==> src/rtl/arm_operand_pkg.sv <==
// Shared types and widths for the operand encoder/decoder pair.
// imm_encoder build option: define IMM_ENCODER_EARLY_EXIT_EN for variable-latency search.
package arm_operand_pkg;

    localparam int DATA_W    = 32;
    localparam int ROT_STEPS = 16;
    localparam int ROT_W     = 4;
    localparam int IMM8_W    = 8;
    localparam int SHOP_W    = 12;

    typedef enum logic [1:0] {
        IDLE   = 2'd0,
        SEARCH = 2'd1,
        DONE   = 2'd2
    } enc_state_t;

    // A 32-bit constant fits a 12-bit signed offset when bits [31:11]
    // are a pure sign extension of bit 11.
    function automatic logic mem_fits(input logic [DATA_W-1:0] v);
        return (v[DATA_W-1:11] == '0) || (v[DATA_W-1:11] == '1);
    endfunction

endpackage

==> src/rtl/imm_rot_check.sv <==
// One rotation candidate: rotate the constant left by 2*rot and report
// whether the result fits in eight bits (i.e. ROR(imm8, 2*rot) == value).
module imm_rot_check
    import arm_operand_pkg::*;
(
    input  logic [DATA_W-1:0] value,
    input  logic [ROT_W-1:0]  rot,
    output logic              match,
    output logic [IMM8_W-1:0] imm8
);

    logic [2*DATA_W-1:0] w_dbl;
    logic [DATA_W-1:0]   w_cand;
    logic [5:0]          w_amt;

    // Rotate via a doubled word so a zero rotation needs no special case.
    assign w_amt  = {1'b0, rot, 1'b0};
    assign w_dbl  = {value, value} << w_amt;
    assign w_cand = w_dbl[2*DATA_W-1:DATA_W];

    assign match = ~|w_cand[DATA_W-1:IMM8_W];
    assign imm8  = w_cand[IMM8_W-1:0];

endmodule

==> src/rtl/imm_encoder.sv <==
// Multi-cycle encoder: finds the 12-bit shift_operand that the operand
// generator expands back to a given 32-bit constant.
// Build option: IMM_ENCODER_EARLY_EXIT_EN -- leave the search on the first
// matching rotation; otherwise all rotations are always scanned.
module imm_encoder
    import arm_operand_pkg::*;
#(
    parameter int ROT_STEPS = arm_operand_pkg::ROT_STEPS
) (
    input  logic              clk,
    input  logic              rst_n,
    input  logic              start,
    input  logic              mem,
    input  logic [DATA_W-1:0] value,
    output logic              busy,
    output logic              done,
    output logic              valid,
    output logic [SHOP_W-1:0] shift_operand
);

    localparam logic [ROT_W-1:0] LAST_ROT = ROT_W'(ROT_STEPS - 1);

    enc_state_t        r_state;
    enc_state_t        w_state_next;
    logic              w_accept;
    logic              w_last;

    logic [DATA_W-1:0] r_value;
    logic [ROT_W-1:0]  r_rot;
    logic              r_found;
    logic [SHOP_W-1:0] r_res_shop;

    logic              r_done;
    logic              r_valid;
    logic [SHOP_W-1:0] r_shop;

    logic              w_match;
    logic [IMM8_W-1:0] w_imm8;

    // Single checker shared by every search cycle.
    imm_rot_check u_rot_check (
        .value (r_value),
        .rot   (r_rot),
        .match (w_match),
        .imm8  (w_imm8)
    );

    // State register.
    always_ff @(posedge clk or negedge rst_n) begin
        if (!rst_n) begin
            r_state <= IDLE;
        end else begin
            r_state <= w_state_next;
        end
    end

    // Next-state logic; start is only honoured in IDLE.
    always_comb begin
        w_state_next = r_state;
        w_accept     = 1'b0;
        w_last       = 1'b0;
        case (r_state)
            IDLE: begin
                if (start) begin
                    w_accept     = 1'b1;
                    w_state_next = mem ? DONE : SEARCH;
                end
            end
            SEARCH: begin
                w_last = (r_rot == LAST_ROT);
`ifdef IMM_ENCODER_EARLY_EXIT_EN
                if (w_match || w_last) begin
                    w_state_next = DONE;
                end
`else
                if (w_last) begin
                    w_state_next = DONE;
                end
`endif
            end
            DONE: begin
                w_state_next = IDLE;
            end
            default: begin
                w_state_next = IDLE;
            end
        endcase
    end

    // Operand capture and search datapath; the first match is kept so the
    // smallest rotation wins regardless of how long the scan runs.
    always_ff @(posedge clk or negedge rst_n) begin
        if (!rst_n) begin
            r_value    <= '0;
            r_rot      <= '0;
            r_found    <= 1'b0;
            r_res_shop <= '0;
        end else if (w_accept) begin
            r_value <= value;
            r_rot   <= '0;
            if (mem && mem_fits(value)) begin
                r_found    <= 1'b1;
                r_res_shop <= value[SHOP_W-1:0];
            end else begin
                r_found    <= 1'b0;
                r_res_shop <= '0;
            end
        end else if (r_state == SEARCH) begin
            if (w_match && !r_found) begin
                r_found    <= 1'b1;
                r_res_shop <= {r_rot, w_imm8};
            end
            if (!w_last) begin
                r_rot <= r_rot + 1'b1;
            end
        end
    end

    // Registered outputs: the result becomes visible with the done pulse.
    always_ff @(posedge clk or negedge rst_n) begin
        if (!rst_n) begin
            r_done  <= 1'b0;
            r_valid <= 1'b0;
            r_shop  <= '0;
        end else begin
            r_done <= (r_state == DONE);
            if (r_state == DONE) begin
                r_valid <= r_found;
                r_shop  <= r_res_shop;
            end
        end
    end

    assign busy          = (r_state != IDLE);
    assign done          = r_done;
    assign valid         = r_valid;
    assign shift_operand = r_shop;

endmodule

==> config.mk <==
export PLATFORM = sky130hd
export DESIGN_NAME = imm_encoder
export DESIGN_NICKNAME = d
export VERILOG_FILES = /design/src/rtl/arm_operand_pkg.sv /design/src/rtl/imm_rot_check.sv /design/src/rtl/imm_encoder.sv
export SDC_FILE = /design/constraint.sdc
export NUM_CORES = 1
export LEC_CHECK = 0
export CAP_MARGIN = 5
export CORE_MARGIN = 5
export CORE_UTILIZATION = 35
export CTS_CLUSTER_DIAMETER = 40
export DETAILED_ROUTE_END_ITERATION = 8
export SYNTH_ARGS = -nofsm -noshare
export SYNTH_HDL_FRONTEND = slang
export SYNTH_HIERARCHICAL = 1
export SYNTH_SLANG_ARGS = --single-unit
==> constraint.sdc <==
create_clock -name clk -period 4 [get_ports clk]
set_clock_uncertainty 0.2 [all_clocks]
set_input_delay 0.8 -clock clk [delete_from_list [all_inputs] [get_ports clk]]
set_output_delay 0.8 -clock clk [all_outputs]
set_load 0.005 [all_outputs]
## Yosys cells after proc, flatten, opt, wreduce, memory -nomap -nowiden

Index checks and enable logic that the tools add are counted.

- Flip-flop bits (word level): 65
- Input port bits: 36
- Output and inout bits: 15

- Add/subtract/negate cells: 1
- Equality and inequality tests: 7
- Shift operators: 1
- Multiplexer cells: 18
- Reductions and logical operators: 14

Operators by type and width:

| kind | number |
|---|---|
| << shifter 64 x 5 -> 64 bit | 1 |
| 2-to-1 mux 12 bit | 4 |
| OR reduction 24 bit | 1 |
| == test 21 bit, second input constant | 1 |
| zero test 21 bit | 1 |
| 2-to-1 mux 4 bit | 3 |
| 2-to-1 mux 1 bit | 7 |
| 2-to-1 mux 2 bit | 3 |
| != test 2 bit, second input constant | 3 |
| AND reduction 2 bit | 3 |
| nonzero test 2 bit | 3 |
| adder 4 x 1 -> 4 bit, second input constant | 1 |
| == test 4 bit, second input constant | 1 |
| one-hot mux 2 bit (2 select lines) | 1 |
| == test 2 x 1 -> 1 bit, second input constant | 1 |
| == test 2 bit, second input constant | 1 |
| logical AND 1 bit | 2 |
| zero test 1 bit | 2 |
| zero test 2 bit | 1 |
| logical OR 1 bit | 1 |

## Depth between registers and ports, before layout

Gate-level depths: netlist of the first run.

- Word-level depth: 7
- Depth in mapped cells: 13
- Mapped depth without buffers: 9

## Modules after synthesis

The synthesis of the first run kept the hierarchy.

By module, submodules not included:

| module | instances | cells each | area an instance (µm²) | seq. area each (µm²) |
|---|---|---|---|---|
| imm_encoder | 1 | 266 | 2737.6 | 1626.6 |
| imm_rot_check | 1 | 157 | 1280.0 | 0.0 |

## Least setup slack after synthesis of the first run

OpenSTA, ideal clock, no wires.

- Path type: register -> register
- Start point: register r_rot[2]
- End point: register r_res_shop[2]
- Library setup time: 0.132 ns
- Arrival time: 2.712 ns
- Data required time: 3.668 ns
- Setup slack: 0.956 ns
- Cell stages (with the launch flop): 12
- Buffers on the path: 2
- Period minus slack after synthesis: 3.044 ns
- Cell sequence: dfrtp_1 buf_6 mux2_4 mux4_2 o21bai_1 o32a_1 nor4_2 nand3b_1 a21o_1 clkbuf_1 nand2_1 o221ai_2

- Longest elaborated chain between the ends: 6
- Elaborated cells on any way between the ends: 9
- Those cells by class: shift (1); mux (3); reduce/logical (5)

RTL lines:

| element | RTL line | source |
|---|---|---|
| from (decl) | imm_encoder.sv:29 | `logic [ROT_W-1:0] r_rot;` |
| from (signal assigned) | imm_encoder.sv:114 | `r_rot <= r_rot + 1'b1;` |
| << shifter 64 x 5 -> 64 bit | imm_rot_check.sv:18 | `assign w_dbl = {value, value} << w_amt;` |
| OR reduction 24 bit | imm_rot_check.sv:21 | `assign match = ~\|w_cand[DATA_W-1:IMM8_W];` |
| zero test 1 bit | imm_rot_check.sv:21 |  |
| via w_match | imm_encoder.sv:37 | `logic w_match;` |
| logical AND 1 bit | imm_encoder.sv:109 | `if (w_match && !r_found) begin` |
| nonzero test 2 bit (no line) | n/a |  |
| AND reduction 2 bit (no line) | n/a |  |
| to (signal assigned) | imm_encoder.sv:103 | `r_res_shop <= value[SHOP_W-1:0];` |
| to (signal assigned) | imm_encoder.sv:111 | `r_res_shop <= {r_rot, w_imm8};` |
| to (decl) | imm_encoder.sv:31 | `logic [SHOP_W-1:0] r_res_shop;` |

The timed path passes the listed nets, and every way through them passes these cells. The select of a mux whose other input is x is not followed.
A chain may end at the register's enable or synchronous reset.

## Final worst setup path of the first run

- Start point: register r_rot[2]
- End point: register r_res_shop[3]

The elaborated chain is that of the path after synthesis.

==> results of run 1 <==
synthesized netlist by cell type, types with 2 or more instances:
library cell	number
a31oi_1	2
nor2b_1	4
dfrtp_1	65
o21ai_0	5
mux2i_1	17
nor4b_1	2
nor2_1	22
nand4_1	7
and2_1	2
o221ai_2	9
nor4_1	9
a2111oi_0	2
mux2_4	2
xor2_1	3
mux2_2	14
o221ai_1	3
a211oi_1	6
or3b_2	2
a21oi_1	16
nand3b_1	3
o32a_1	2
mux4_2	16
o21ai_1	4
mux2_1	4
nand3_1	3
o311ai_0	2
nor3_1	11
inv_1	4
nand2b_1	3
clkbuf_1	16
nand2_1	131
buf_2	8
buf_6	2
power breakdown:
part / internal [mW] / switching, mW / leakage (nW)
clock network: 0.494 / 0.280 / 0.144
logic: 0.834 / 0.863 / 1.07
registers: 0.935 / 0.458 / 0.827
total: 2.26 / 1.60 / 2.05
metrics by stage:
stage / std cells / utilization (%) / total power [mW] / setup WS [ps]
6_report: 614 / 43.6 / 3.86 / 347
5_1_grt: 614 / 43.6 / 4.13 / 87.3
4_1_cts: 614 / 43.6 / 3.86 / 237
3_5_place_dp: 599 / 41.0 / 3.07 / 312
3_3_place_gp: 599 / 41.0 / 3.06 / 422
2_1_floorplan: 423 / - / 2.45 / 956
critical path, cell delays in order, from the launching register on:
cell	delay, ps
dfrtp_1	700
mux2_1	380
mux4_2	490
o21bai_1	180
o32a_1	310
nor4_2	300
nand3b_1	100
a21o_1	500
nand2_1	220
o221ai_2	100
logic make-up (layout without fill, tap and decap cells):
group                    after synthesis  count (layout)  synth area share (%)
adder cells (fa/ha/maj)                1               1                 0.311
AO/OA/AOI/OAI                         60              60                  12.0
XOR/XNOR                               4               4                 0.872
buffers and inverters                 32              80                  3.71
AND/OR/NAND/NOR                      208             208                  23.7
flip-flops                            65              65                  40.5
multiplexers                          53              53                  19.0
path summary, 6_finish.rpt:
kind	depth (start not counted)	to	from	slack, ps
max in group asynchronous	2	r_rot[1]	rst_n	2470
min reg2reg	2	r_res_shop[7]	r_res_shop[7]	290
max	9	r_res_shop[3]	r_rot[2]	350
min in group asynchronous	1	r_value[5]	rst_n	310
min	2	r_res_shop[7]	r_res_shop[7]	290
max reg2reg	9	r_res_shop[3]	r_rot[2]	350
area by class of cell:
class | instances | area (um^2)
repair buffers | 61 | 578
multi-input cells | 326 | 2240
clock inverters | 5 | 56.3
clock buffers | 10 | 239
inverters | 4 | 15.0
fillers | 1112 | 6380
flip-flops and latches | 65 | 1630
well taps | 143 | 179
sequential cells by signal (all words and copies together) (netlist names):
name / count
r_rot: 4
r_value: 32
done: 1
valid: 1
shift_operand: 12
r_res_shop: 12
r_state: 2
r_found: 1
cells in the final DEF, fill, tap and decap left out, drive strengths merged, types with 4 or more instances in the layout:
cell           synthesis  routed
a211oi                 6       6
dfrtp                 65      65
buf                   12      12
mux4                  16      16
nor4                  11      11
inv                    4       4
clkbuf                16      10
nor3                  11      11
o21ai                  9       9
nand4                  7       7
a21oi                 17      17
nor2                  22      22
clkdlybuf4s50          0      49
nand2                131     131
mux2i                 17      17
o221ai                12      12
mux2                  20      20
nor2b                  4       4
per-layer routing:
| layer | share of wire [%] | global-route usage (%) | vias up | wire (um) |
|---|---|---|---|---|
| met4 | 1.4 | 4.97 | 0 | 165 |
| met3 | 4.2 | 2.72 | 15 | 491 |
| met2 | 48 | 27.5 | 110 | 5600 |
| met5 | 0 | 0 | - | 0 |
| met1 | 46 | 25.6 | 1727 | 5350 |
| li1 | - | - | 1612 | - |
==> impl_metrics.ini, run 1 <==
[drt]
dr_total_vias = 3464
wl_per_cell_um = 18.9
wirelength_um = 11600
vias_per_cell = 5.64
drtAntennaViolNets = 0
drc = 0
drt-initial-drc-count = 234
drt_pass1_iterations = 4

[cts]
clkSinkCount = 65
cts_root_buf = clkbuf_16
holdBufCountCts = 0
numCtsBuffers = 9
insertion_delay_ps = 330
postCtsSetupBuffers = 0
cts_tree = built
post_cts_resized = 0
clk_pin_slew_ps = 50
ctsHtreeMaxLevel = 3
clockBufferDepth = 2

[sta]
setup_tns_ps = 0
hold_viol_final = 0
max_freq_mhz = 274
finalCriticalPeriod_ps = 3650
drv_slew = 0
finalSetupViolations = 0
worstMarginPinSlew_ps = 892
max-slew-margin-rel_pct = 40.6
fin_crit_sh_pct = 91.3
rsz0062_at_grt = no
whs_ps = 291

[cells_and_area]
fin_area_um2 = 4940
layout-drive-gt1-share_pct = 16.1
syn_to_final_growth_pct = 23.0
antenna_cells = 0
nets = 504

[synthesis]
synth_area_leaders = dfrtp_1 (40%), nand2_1 (12%), mux4_2 (9.0%)
ys_warn_count = 6
avgSynthCellArea_um2 = 9.50
synthCells = 423
syn-num-nets = 460
synth_seq_cells = 65
synth_edf_count = 0
synth_top_area_cell = dfrtp_1
synth.top_cell.area_share_pct = 40.5
ys_types = 55
ys.flop_type = dfrtp_1
yosysSeqAreaShare_pct = 40.5
synth-async-reset-ratio_pct = 100
syn_area_um2 = 4020

[global_route]
grt_use_total_pct = 17.6
antenna_found_initial = 0
grt_max_degree = 46
grt-ovfl-total = 0
grt_pass1_vias = 3336
grt_pass1_wl_um = 18500

[placement]
placed_area_um2 = 4640
numPortBuffers = 50
gp_congestion = 0.950
dpl.hpwl_um = 8630

[worst_setup_path]
critPathMaxFanout = 25
worstSetupStartpointType = register
worstPathRequired_ps = 3960
cp-end-kind = register
worstPathArrival_ps = 3620
crit_type = register to register

[floorplan]
start_util_pct = 35.5
die_area_um2 = 13700
num_rows = 39
die_w_um = 117
die_h_um = 117
ios = 51
coreArea_um2 = 11300

[worst_hold_path]
worstHoldPathType = register to register

[power_and_ir_drop]
vdd_drop_max_v = 0.000371
powerDensity_nw_per_um2 = 782
p_leak_nw = 2.05

[flow_run]
maxCapViolCount = 0

[status]
status = finished, final reports clean
(Power assumes the default switching activity.)
==> run 2, diff against run 1 <==
MAX_ROUTING_LAYER = met4   (was unset)
==> impl_metrics.ini, run 2 (synthesis results as in run 1) <==
[status]
status = finished, final reports clean

[global_route]
grt_use_total_pct = 18.3
grt_max_degree = 45
grt_pass1_wl_um = 18700
grt-ovfl-total = 0
grt_pass1_vias = 3450
antenna_found_initial = 0

[placement]
numPortBuffers = 50
dpl.hpwl_um = 8640
gp_congestion = 0.931

[worst_setup_path]
worst-path-stages = 9
critical_path.slowest_cell = dfrtp_2
worstSetupStartpointType = register
cp-end-kind = register
cpPeakStageDelay_ps = 910
path_cells = buf_4, mux4_2, o21bai_1, o32a_1, nor4_2, nand3b_1, a21o_1, nand2_1, o221ai_2
crit_family = compound AO/OA/AOI/OAI gates
startpoint = r_rot[1]
r2r_start = r_rot[1]
ff2ff_setup_slack_ps = 350
r2r_cells = 9
worstPathRequired_ps = 3970
cp_num_buf_inv = 1
worstPathArrival_ps = 3620
crit_type = register to register
critPathMaxFanout = 44

[cells_and_area]
nets = 505
top_register = r_value
n_fill_cell = 1135
largest_register_ffs = 32
antenna_cells = 0
layout-drive-gt1-share_pct = 16.3
final_cell_mix = nand2_1 (131), dfrtp_1 (64), clkdlybuf4s50_1 (49)
syn_to_final_growth_pct = 24.3
final_common_cell = nand2_1

[floorplan]
die_h_um = 117
die_w_um = 117
die_area_um2 = 13700
coreArea_um2 = 11300
ios = 51
start_util_pct = 35.5
num_rows = 39

[drt]
drc = 0
drtAntennaViolNets = 0
dr_total_vias = 3500
vias_per_cell = 5.69
wl_per_cell_um = 18.9
drt_pass1_iterations = 5
drt-initial-drc-count = 228
wirelength_um = 11600

[cts]
holdBufCountCts = 0
postCtsSetupBuffers = 0
cts_tree = built
clk_pin_slew_ps = 50
cts_root_buf = clkbuf_16
ctsHtreeMaxLevel = 3
numCtsBuffers = 9
insertion_delay_ps = 330
clockBufferDepth = 2
post_cts_resized = 0
clkSinkCount = 65

[sta]
worstMarginPinSlew_ps = 869
drv_slew = 0
hold_viol_final = 0
finalSetupViolations = 0
finalCriticalPeriod_ps = 3650
max-slew-margin-rel_pct = 42.1
max_freq_mhz = 274
whs_ps = 293
rsz0062_at_grt = no
setup_tns_ps = 0
fin_crit_sh_pct = 91.2

[power_and_ir_drop]
finalPower_mw = 4.01
p_leak_nw = 2.08
vdd_drop_max_v = 0.000351
powerDensity_nw_per_um2 = 803

[worst_hold_path]
worstHoldPathCells = 1
hold_path.startpoint = shift_operand[8]
worstHoldPathType = register to register

[flow_run]
maxCapViolCount = 0
## run 2: where the power goes
part	total [mW]	internal [mW]	switching, mW
sequential	1.41	0.933	0.472
clock	0.908	0.622	0.287
combinational	1.70	0.837	0.859
total	4.01	2.39	1.62
## run 2: final cells by class
class,count,area [um^2],area share [%]
Multi-Input combinational cell,326,2240,44.9
Tap cell,143,179,3.58
Timing Repair Buffer,62,586,11.7
Clock inverter,5,104,2.08
Sequential cell,65,1630,32.6
Clock buffer,10,239,4.79
Inverter,4,15.0,0.301
## run 2: metal layers
metal  GRT usage, %  part of all wire (%)
met1           23.7                    44
met2           28.5                    49
met3           3.50                   4.9
met4           7.19                   2.1
met5              -                     0
## run 2: path summary, 6_finish.rpt
check | endpoint
worst max-delay path | r_res_shop[10]
max in group asynchronous | r_value[13]
min in group asynchronous | r_res_shop[6]
worst min register to register | shift_operand[8]
worst min-delay path | shift_operand[8]
worst max register to register | r_res_shop[10]
## run 2: metrics by stage
step	setup WS [ps]	utilization (%)	instance area (um^2)	instances
final	352	44.1	4990	615
after global routing	72.3	44.1	4990	615
after CTS	374	44.1	4990	615
after detailed placement	364	41.1	4650	600
after global placement	427	41.1	4650	600
after floorplan	956	-	4020	423
